## config.mk

```make
export PLATFORM = sky130hd
export DESIGN_NAME = regfile_sequencer
export DESIGN_NICKNAME = d
export VERILOG_FILES = /design/src/rtl/regfile_sequencer_pkg.sv /design/src/rtl/regfile_sequencer.sv
export SDC_FILE = /design/constraint.sdc
export NUM_CORES = 1
export LEC_CHECK = 0
export BUFFER_PORTS_ARGS = -buffer_cell sky130_fd_sc_hd__buf_2
export CAP_MARGIN = 20
export CORE_MARGIN = 10
export CORE_UTILIZATION = 48
export CTS_BUF_LIST = sky130_fd_sc_hd__clkbuf_8
export DETAILED_ROUTE_END_ITERATION = 6
export PLACE_DENSITY = 0.91
export SLEW_MARGIN = 20
export SYNTH_ARGS = -nofsm -noshare
export SYNTH_HDL_FRONTEND = slang
export SYNTH_SLANG_ARGS = --single-unit
export TNS_END_PERCENT = 1
```

## constraint.sdc

```tcl
create_clock -name clk -period 2.05 [get_ports clk]
set_input_delay 0.1025 -clock clk [delete_from_list [all_inputs] [get_ports clk]]
set_output_delay 0.1025 -clock clk [all_outputs]
set_load 0.01 [all_outputs]
```

## src/rtl/regfile_sequencer_pkg.sv

```systemverilog
// Shared constants for the register-file sequencer: opcodes, state encoding,
// instruction field layout and a field-extraction helper.
package regfile_sequencer_pkg;

  localparam int unsigned INSTR_W  = 16;
  localparam int unsigned FIELD_W  = 4;
  localparam int unsigned OPC_LSB  = 12;
  localparam int unsigned DST_LSB  = 8;
  localparam int unsigned SRC1_LSB = 4;
  localparam int unsigned SRC2_LSB = 0;

  localparam logic [FIELD_W-1:0] OP_LDI = 4'hD;
  localparam logic [FIELD_W-1:0] OP_NOP = 4'hF;

  localparam int unsigned STATE_W = 3;
  localparam logic [STATE_W-1:0] ST_IDLE    = 3'd0;
  localparam logic [STATE_W-1:0] ST_ISSUE   = 3'd1;
  localparam logic [STATE_W-1:0] ST_CAPTURE = 3'd2;
  localparam logic [STATE_W-1:0] ST_EXEC    = 3'd3;
  localparam logic [STATE_W-1:0] ST_WB      = 3'd4;

  typedef struct packed {
    logic [FIELD_W-1:0] opcode;
    logic [FIELD_W-1:0] dst;
    logic [FIELD_W-1:0] src1;
    logic [FIELD_W-1:0] src2;
  } instr_t;

  function automatic instr_t decodeInstr(input logic [INSTR_W-1:0] raw);
    instr_t f;
    f.opcode = raw[OPC_LSB  +: FIELD_W];
    f.dst    = raw[DST_LSB  +: FIELD_W];
    f.src1   = raw[SRC1_LSB +: FIELD_W];
    f.src2   = raw[SRC2_LSB +: FIELD_W];
    return f;
  endfunction

endpackage

```

## src/rtl/regfile_sequencer.sv

```systemverilog
// Five-state sequencer driving an external register file and combinational ALU:
// read two registers, execute, write back one result per instruction.
module regfile_sequencer
  import regfile_sequencer_pkg::*;
#(
  parameter int unsigned DATA_W = 16,
  parameter int unsigned ADDR_W = 4
) (
  input  logic              clk,
  input  logic              clear,
  input  logic              instr_valid,
  input  logic [15:0]       instr,
  output logic              instr_ready,
  output logic [ADDR_W-1:0] Aaddr,
  output logic [ADDR_W-1:0] Baddr,
  output logic [ADDR_W-1:0] Caddr,
  output logic [DATA_W-1:0] C,
  output logic              load,
  input  logic [DATA_W-1:0] A,
  input  logic [DATA_W-1:0] B,
  output logic [DATA_W-1:0] alu_a,
  output logic [DATA_W-1:0] alu_b,
  output logic [3:0]        alu_op,
  input  logic [DATA_W-1:0] alu_result,
  output logic              done
);

  logic [STATE_W-1:0] state, stateNxt;
  instr_t             cur, curNxt, inF;
  logic [ADDR_W-1:0]  aaddrNxt, baddrNxt, caddrNxt;
  logic [DATA_W-1:0]  cNxt, aluANxt, aluBNxt;
  logic               loadNxt, doneNxt, readyNxt;

  assign inF    = decodeInstr(instr);
  assign alu_op = cur.opcode;

  // Outputs are registered, so each transition computes the values seen in the next state.
  always_comb begin
    stateNxt = state;
    curNxt   = cur;
    aaddrNxt = Aaddr;
    baddrNxt = Baddr;
    caddrNxt = Caddr;
    cNxt     = C;
    aluANxt  = alu_a;
    aluBNxt  = alu_b;
    loadNxt  = 1'b1;
    doneNxt  = 1'b0;
    readyNxt = 1'b0;
    case (state)
      ST_IDLE: begin
        readyNxt = 1'b1;
        if (instr_valid && instr_ready) begin
          curNxt   = inF;
          readyNxt = 1'b0;
          if (inF.opcode == OP_LDI) begin
            stateNxt = ST_WB;
            caddrNxt = ADDR_W'(inF.dst);
            cNxt     = DATA_W'({inF.src1, inF.src2});
            loadNxt  = 1'b0;
            doneNxt  = 1'b1;
          end else begin
            stateNxt = ST_ISSUE;
            aaddrNxt = ADDR_W'(inF.src1);
            baddrNxt = ADDR_W'(inF.src2);
          end
        end
      end
      ST_ISSUE: begin
        stateNxt = ST_CAPTURE;
      end
      ST_CAPTURE: begin
        stateNxt = ST_EXEC;
        aluANxt  = A;
        aluBNxt  = B;
        doneNxt  = (cur.opcode == OP_NOP);
      end
      ST_EXEC: begin
        if (cur.opcode == OP_NOP) begin
          stateNxt = ST_IDLE;
          readyNxt = 1'b1;
        end else begin
          stateNxt = ST_WB;
          caddrNxt = ADDR_W'(cur.dst);
          cNxt     = alu_result;
          loadNxt  = 1'b0;
          doneNxt  = 1'b1;
        end
      end
      ST_WB: begin
        stateNxt = ST_IDLE;
        readyNxt = 1'b1;
      end
      default: begin
        stateNxt = ST_IDLE;
      end
    endcase
  end

  always_ff @(posedge clk or negedge clear) begin
    if (!clear) begin
      state       <= ST_IDLE;
      cur         <= '0;
      Aaddr       <= '0;
      Baddr       <= '0;
      Caddr       <= '0;
      C           <= '0;
      alu_a       <= '0;
      alu_b       <= '0;
      load        <= 1'b1;
      done        <= 1'b0;
      instr_ready <= 1'b0;
    end else begin
      state       <= stateNxt;
      cur         <= curNxt;
      Aaddr       <= aaddrNxt;
      Baddr       <= baddrNxt;
      Caddr       <= caddrNxt;
      C           <= cNxt;
      alu_a       <= aluANxt;
      alu_b       <= aluBNxt;
      load        <= loadNxt;
      done        <= doneNxt;
      instr_ready <= readyNxt;
    end
  end

endmodule

```

==> results list, run 1 <==
- Outcome: finished clean
* WP buf/inv: 1
- After global routing the overflow that remains totals 0.
- Detailed Routing Iterations Pass 1: 4
- The final number of hold-violating endpoints is 0.
- The clock reaches the later pin of the worst-skew pair after 0.33 ns.
- Count of nets after finishing: 433
- After detailed routing, the total wire length is 8220 um.
* Number of diodes added for antenna fixing: 0
* Net Switching: 2.23 mW
- Logic depth of the worst register-to-register path: 4
- End of the worst register-to-register path: Aaddr[1]
- Pin placement for this block handled 134 I/O pins.
- Setup violations remaining at the end of the flow were counted as 0.
* Post-CTS clock slew at the launch and capture registers of the worst setup and hold paths: 0.07 ns
* Category of the worst setup path launch point: register
- The share of total power dissipated in sequential elements is 0.391.
- The number of antenna violations at the first check in global routing was 0.
* # clock sinks: 74
- Based on the critical path, the design can be clocked at up to 559 MHz.
- The worst path in the final design needs a cycle of 1.79 ns, including I/O delays and setup.
* Largest net degree at the start of global routing: 75
* Worst Tran Pin Value: 0.405 ns
* Clock tree from TritonCTS: built
* Net Sw Frac: 0.331
- After the flow finishes, the layout carries non-filler instances totaling 446.
- Static leakage: 2.18 nW
* Setup repair after global routing missed its margin: no
* CP max stage delay: 0.49 ns
* Global-route wire length before repair: 13100 um
* Critical Path, Cell by Cell: nor4_4 -> nor2b_1 -> buf_4 -> mux2_2
- Die footprint: 9780 sq um
- Library cell used as clock root buffer: sky130_fd_sc_hd__clkbuf_8
- Cell internal power was estimated by the tool at 4.51 mW.
* Area of the multi-input gates: 1050 sq um
* Die X: 98.9 um
- Fill count: 392
- Data arrival at the endpoint of the critical path: 2.01 ns
- Summed over all failing endpoints, the final setup total negative slack is 0 ns.
- In this run the number of H-tree levels came out at 3.
- Number of distinct library cell variants in the gate-level netlist after synthesis: 24
- After detailed routing, the number of remaining DRC violations is 0.
* Worst path required time: 2.27 ns
* Area share of the leading cell type in the synthesized netlist: 0.611
- Counting along the longest clock path gives a buffer depth of 2.
* Endpoint class of the critical path: register
* PwrDens: 1530 nW/um^2
- Routability congestion estimate from global placement: 0.719
- From synthesis to final layout, the design area changed by 47.0%.
* Hold depth: 2
* Area of all sequential standard cells: 1850 sq um
* Max-slew headroom at the worst pin: 0.728
* Ratio of cells with drive above 1 in the final layout: 0.623
- Core region area: 5990 sq um
- Syn_nets: 253
* Top fanout value on the critical path: 8
- The worst hold path begins at instr[15].
* Initial standard-cell utilization of the core: 0.499
- In the synthesized netlist, the number of instances is 186.
* Count of synthesis-stage warnings from yosys: 0
- In this run, the number of DRC markers left after iteration 0 of detailed routing was 24.
- On the critical path the largest part of the delay comes from simple AND/OR/NAND/NOR gates.
* Die height: 98.9 um
* Max stage delay cell, worst path: sky130_fd_sc_hd__dfrtp_1
* Crit Reg-Reg Startpoint: state[0]
- For hold timing, the worst endpoint is alu_op[3].
- Post-synthesis instance area: 2990 sq um
- The share of total power dissipated in combinational logic is 0.428.
- Total instance count after detailed placement: 388
- Detailed routing inserted a total of 2171 vias.
- Synthesis inferred 74 register bits.
- Clock network fraction of total power: 0.181
- Final number of max-transition violations: 0
- After synthesis, the cell types taking the most area are sky130_fd_sc_hd__dfrtp_1 (61%), sky130_fd_sc_hd__mux2_2 (23%), sky130_fd_sc_hd__mux2_4 (4.5%).
* Sequential area share after synthesis: 0.620
- The critical path is of the register to register type.
- The largest total area in the synthesized netlist belongs to sky130_fd_sc_hd__dfrtp_1.
* Share of the clock period used by the worst path after layout: 0.872
* Worst hold slack: 0.0187 ns
* Final clock skew: 0.00613 ns
- Max-cap check violation count: 0
- Mean instance size in the synthesized netlist: 16.1 sq um
- Count of port buffers added during placement: 133
* Via count of the first global-routing pass: 2497
- The worst hold path belongs to the class input pin to register.
- Critical Path Stages: 4
- Post-detailed-route wirelength per cell: 18.4 um
- After floorplanning, the core was divided into 28 placement rows.
* Via/cell ratio: 4.87
- Reg-to-reg slack, setup: 0.26 ns
* TritonCTS Buffers: 9
- Across every metal layer, demand over resource in global routing totals 0.167.
* Worst voltage drop across the vdd grid: 0.00110 V
- The wire-length estimate of the detail-placed layout is 5520 um.
- DRT antenna net count: 0
cell usage after synthesis:
master,instances
sky130_fd_sc_hd__dfrtp_1,73
sky130_fd_sc_hd__mux2_2,62
sky130_fd_sc_hd__mux2_4,9
sky130_fd_sc_hd__a22o_1,8
sky130_fd_sc_hd__buf_2,5
sky130_fd_sc_hd__buf_4,5
sky130_fd_sc_hd__nor2_1,4
sky130_fd_sc_hd__buf_6,2
sky130_fd_sc_hd__inv_1,2
sky130_fd_sc_hd__nor2b_1,2
sky130_fd_sc_hd__a21oi_2,1
sky130_fd_sc_hd__and4b_1,1
sky130_fd_sc_hd__clkbuf_1,1
sky130_fd_sc_hd__dfstp_2,1
sky130_fd_sc_hd__mux2_1,1
sky130_fd_sc_hd__nand2_1,1
sky130_fd_sc_hd__nand3b_1,1
sky130_fd_sc_hd__nand4_1,1
sky130_fd_sc_hd__nor3_1,1
sky130_fd_sc_hd__nor3b_2,1
sky130_fd_sc_hd__nor4_4,1
sky130_fd_sc_hd__o21ai_0,1
sky130_fd_sc_hd__o32ai_1,1
sky130_fd_sc_hd__xnor2_1,1
cells by family after synthesis:
| logic type | synth area share |
|---|---|
| AND/OR/NAND/NOR | 0.0314 |
| flip-flops | 0.620 |
| XOR/XNOR | 0.00293 |
| AO/OA/AOI/OAI | 0.0310 |
| buffers and inverters | 0.0322 |
| multiplexers | 0.283 |
through the flow:
| step | power (mW) | util | area (sq um) | setup slack (ns) |
|---|---|---|---|---|
| 2_1_floorplan | 4.38 | - | 2990 | 0.257 |
| 3_3_place_gp | 5.36 | 0.627 | 3760 | 0.309 |
| 3_5_place_dp | 5.51 | 0.627 | 3760 | 0.257 |
| 4_1_cts | 6.81 | 0.734 | 4390 | 0.226 |
| 5_1_grt | 7.15 | 0.734 | 4390 | 0.119 |
| 6_report | 6.74 | 0.734 | 4390 | 0.262 |
area by class of cell:
| class | count | area share |
|---|---|---|
| timing repair buffer | 182 | 0.268 |
| clock inverter | 6 | 0.0182 |
| clock buffer | 10 | 0.0313 |
| multi-input combinational | 97 | 0.238 |
| sequential | 74 | 0.422 |
| inverter | 2 | 0.00171 |
| tap | 75 | 0.0214 |
layout by cell type (no fill, tap or decap), types with 2 or more instances in the layout:
| cell type | synthesis | final |
|---|---|---|
| sky130_fd_sc_hd__bufinv_16 | 0 | 2 |
| sky130_fd_sc_hd__inv_1 | 2 | 2 |
| sky130_fd_sc_hd__mux2_2 | 62 | 62 |
| sky130_fd_sc_hd__buf_12 | 0 | 3 |
| sky130_fd_sc_hd__dfrtp_1 | 73 | 73 |
| sky130_fd_sc_hd__clkbuf_8 | 0 | 10 |
| sky130_fd_sc_hd__nor2b_1 | 2 | 2 |
| sky130_fd_sc_hd__clkinv_2 | 0 | 4 |
| sky130_fd_sc_hd__nor2_1 | 4 | 4 |
| sky130_fd_sc_hd__buf_2 | 5 | 133 |
| sky130_fd_sc_hd__buf_4 | 5 | 4 |
| sky130_fd_sc_hd__mux2_4 | 9 | 9 |
| sky130_fd_sc_hd__a22o_1 | 8 | 8 |
| sky130_fd_sc_hd__dlygate4sd3_1 | 0 | 42 |
power by group through the flow:
stage               Sequential (mW)  Combinational (mW)  Clock [mW]
global route                   2.73                3.11        1.31
floorplan                      2.89                1.48           0
global placement               2.59                2.77           0
finish                         2.64                2.88        1.22
detailed placement             2.64                2.86           0
CTS                            2.62                2.93        1.26
worst max path at each step:
stage,startpoint,endpoint
2_1_floorplan,state[0],Aaddr[0]
3_3_place_gp,state[0],Aaddr[0]
3_5_place_dp,state[0],Aaddr[1]
5_1_grt,state[0],Aaddr[1]
6_report,state[0],Aaddr[1]
4_1_cts,state[0],Aaddr[1]
metal layers:
metal,vias to the layer above,global-route usage,share of wire
li1,1022,-,-
met1,1060,0.170,0.37
met2,80,0.309,0.55
met3,9,0.0580,0.075
met4,0,0.0595,0.010
met5,-,0,0
timing repair:
action | 4_1_cts | 5_1_grt
buffers inserted | 0 | 0
hold endpoints to repair | 114 | 0
gates resized for setup | 0 | 0
hold buffers | 42 | 0
registers in the layout, summed over array words and instances, names as in the netlist:
register and count:
alu_op 4, load 1, alu_b 16, Aaddr 4
C 16, done 1, cur 4, Caddr 4
alu_a 16, Baddr 4, state 3, instr_ready 1
Power figures use the tool's default switching activity.
==> inputs of run 2 (changes only) <==
Settings changed: BUFFER_PORTS_ARGS -buffer_cell sky130_fd_sc_hd__buf_2 to -buffer_cell sky130_fd_sc_hd__clkbuf_2.
==> run 2 against run 1 <==
  * First-iteration DRC count rose by 67%
  * Largest power group unchanged
  * Clock skew grew 0.0020 ns
  * Critical path type unchanged
  * Sequential share of layout area is 2.1 points higher
  * Setup slack better by 0.066 ns
  * Fmax up 3.8%
  * Via count fell by 2.6%
==> results list, run 2 (same netlist as run 1, synthesis figures left out) <==
- CP max stage delay: 0.49 ns (about the same)
- Final clock skew: 0.00812 ns (+0.00199 ns)
- TritonCTS built the clock tree.
* Core region area: 5990 sq um (unchanged)
* H-tree levels: 3 (unchanged)
* PwrDens: 1590 nW/um^2 (+3.8%)
- STA classifies the critical path startpoint as a register.
- The arrival time of data at the critical path endpoint came to 1.93 ns (-0.08 ns).
- Count of boundary I/O pins: 134 (unchanged)
* Congestion Overflow GR: 0 (unchanged)
- Worst path required time: 2.26 ns (about the same)
* Die height: 98.9 um (unchanged)
- The average routed wire per standard cell is 17.8 um (-3.7%).
- Die footprint: 9780 sq um (unchanged)
- Largest net degree at the start of global routing: 75 (unchanged)
- Setup total negative slack: 0 ns (unchanged)
- The area growth from synthesis to layout is 40.1%.
- The number of slew-limit violations in the final report is 0 (unchanged).
- The cell count of the worst reg-to-reg path was 4 (unchanged).
- The worst-case register-to-register setup slack was 0.33 ns (+0.07 ns).
- Routability congestion estimate from global placement: 0.704 (-2.1%)
- The highest clock frequency the design can meet came to 581 MHz (+3.8%).
- Number of diodes added for antenna fixing: 0 (unchanged)
* Max-slew headroom at the worst pin: 0.404 (-0.324)
- The total clock sinks was 74 (unchanged).
* Ratio of cells with drive above 1 in the final layout: 0.645 (+0.0222)
- The placed cell count is 388 (unchanged).
- Top fanout value on the critical path: 8 (unchanged)
- Final min period: 1.72 ns (-0.0659 ns)
* Setup repair after global routing missed its margin: no
* Static leakage: 2.12 nW (-2.6%)
- The signal on the critical path passes through nor4_4 -> nor2b_1 -> buf_4 -> mux2_2.
* Maximum count of clock buffers along a single path: 2 (unchanged)
* Global-route wire length before repair: 12200 um (-6.9%)
- The worst-skew pair later-pin latency is 0.33 ns (about the same).
- The largest registers in the layout are C x16, alu_a x16, alu_b x16.
- The residual antenna-violating net count after detailed routing came to 0 (unchanged).
* Count of nets after finishing: 414 (-4.4%)
* Critical Setup Path Class: register to register
* Antenna violations before repair: 0 (unchanged)
* Count of port buffers added during placement: 133 (unchanged)
- The run finished with clean final reports.
- Worst Tran Pin Value: 0.894 ns (+0.489 ns)
- Hold Buf Count CTS: 22 (-48%)
- The initial standard-cell utilization of the core came to 0.499 (unchanged).
- The clock-pin transition on the worst setup and hold timing paths is 0.07 ns (about the same).
- The total number of vias was 2114 (-2.6%).
* Via count of the first global-routing pass: 2411 (-3.4%)
- In the layout the commonest cells are sky130_fd_sc_hd__clkbuf_2 (132), sky130_fd_sc_hd__dfrtp_1 (73), sky130_fd_sc_hd__mux2_2 (62).
* GRT Resource Usage Total: 0.155 (-0.0124)
- Type of the tightest min-delay check: input pin to register
* Violation count after the first detailed-route iteration: 40 (+67%)
* Endpoint class of the critical path: register
* Half-perimeter wire length after placement: 5620 um (+1.9%)
- The number of gates resized after CTS came to 0 (unchanged).
- The largest individual stage delay along the critical path comes from the cell sky130_fd_sc_hd__dfrtp_1.
* Most common library cell in the layout ignoring fill and taps: sky130_fd_sc_hd__clkbuf_2
- The fraction of the cycle the final worst path needs is 0.840 (-0.0321).
- Hold depth: 2 (unchanged)
- The final number of hold-violating endpoints is 0 (unchanged).
* Detailed Routing Iterations Pass 1: 4 (unchanged)
- The total CTS buffers came to 9 (unchanged).
- The final routed wirelength across all metal layers was 7580 um (-7.8%).
* Die X: 98.9 um (unchanged)
- The number of rows created at floorplan was 28 (unchanged).
* Endpoints failing setup: 0 (unchanged)
- Via/cell ratio: 4.95 (+1.7%)
- Worst voltage drop across the vdd grid: 0.000823 V (-25%)
* Count of placed standard cells in the final layout, fillers left out: 427 (-4.3%)
* Max-cap check violation count: 0 (unchanged)
- DRC violation count after routing: 0 (unchanged)
- The final-layout worst hold slack came to 0.0108 ns (-0.00789 ns).
- Number of buffers inserted to repair setup after CTS: 0 (unchanged)
- CTS placed an instance of sky130_fd_sc_hd__clkbuf_8 at the clock tree root.
-- run 2: cell type report --
type | instances | area [sq um]
clock buffers | 10 | 138
clock inverters | 6 | 75.1
fillers | 433 | 1800
inverters | 2 | 7.51
multi-input cells | 97 | 1050
flip-flops and latches | 74 | 1850
well taps | 75 | 93.8
repair buffers | 163 | 976
-- run 2: per-layer routing --
layer	GRT usage	vias to the layer above	wire, um
met5	0	-	0
met4	0.0551	0	85
met3	0.0663	9	734
met2	0.288	81	4130
met1	0.147	1043	2630
li1	-	981	-
-- run 2: power by group --
part / leakage [nW] / internal [mW] / switching (mW)
Combinational: 1.12 / 1.56 / 1.27
Clock: 0.121 / 0.702 / 0.482
Sequential: 0.885 / 2.21 / 0.450
-- run 2: through the flow --
step / utilization / area [sq um] / setup WS, ns / total power, mW
after floorplan: - / 2990 / 0.257 / 4.38
after global placement: 0.625 / 3750 / 0.413 / 5.37
after detailed placement: 0.625 / 3750 / 0.322 / 5.53
after CTS: 0.698 / 4180 / 0.310 / 6.76
after global routing: 0.699 / 4190 / 0.212 / 7.10
final: 0.699 / 4190 / 0.328 / 6.67
-- run 2: worst max-delay path, delay by kind of cell, from the launching register on --
kind / cells / cell delay, ns
buffers and inverters: 1 / 0.18
flip-flops: 1 / 0.49
AND/OR/NAND/NOR: 2 / 0.59
multiplexers: 1 / 0.34
-- run 2: path summary, 6_finish.rpt --
path / start / end
max in group asynchronous: clear / Aaddr[1]
worst max-delay path: state[0] / Baddr[2]
min in group asynchronous: clear / alu_b[8]
worst min-delay path: A[11] / alu_a[11]
worst min register to register: C[9] / C[9]
worst max register to register: state[0] / Baddr[2]
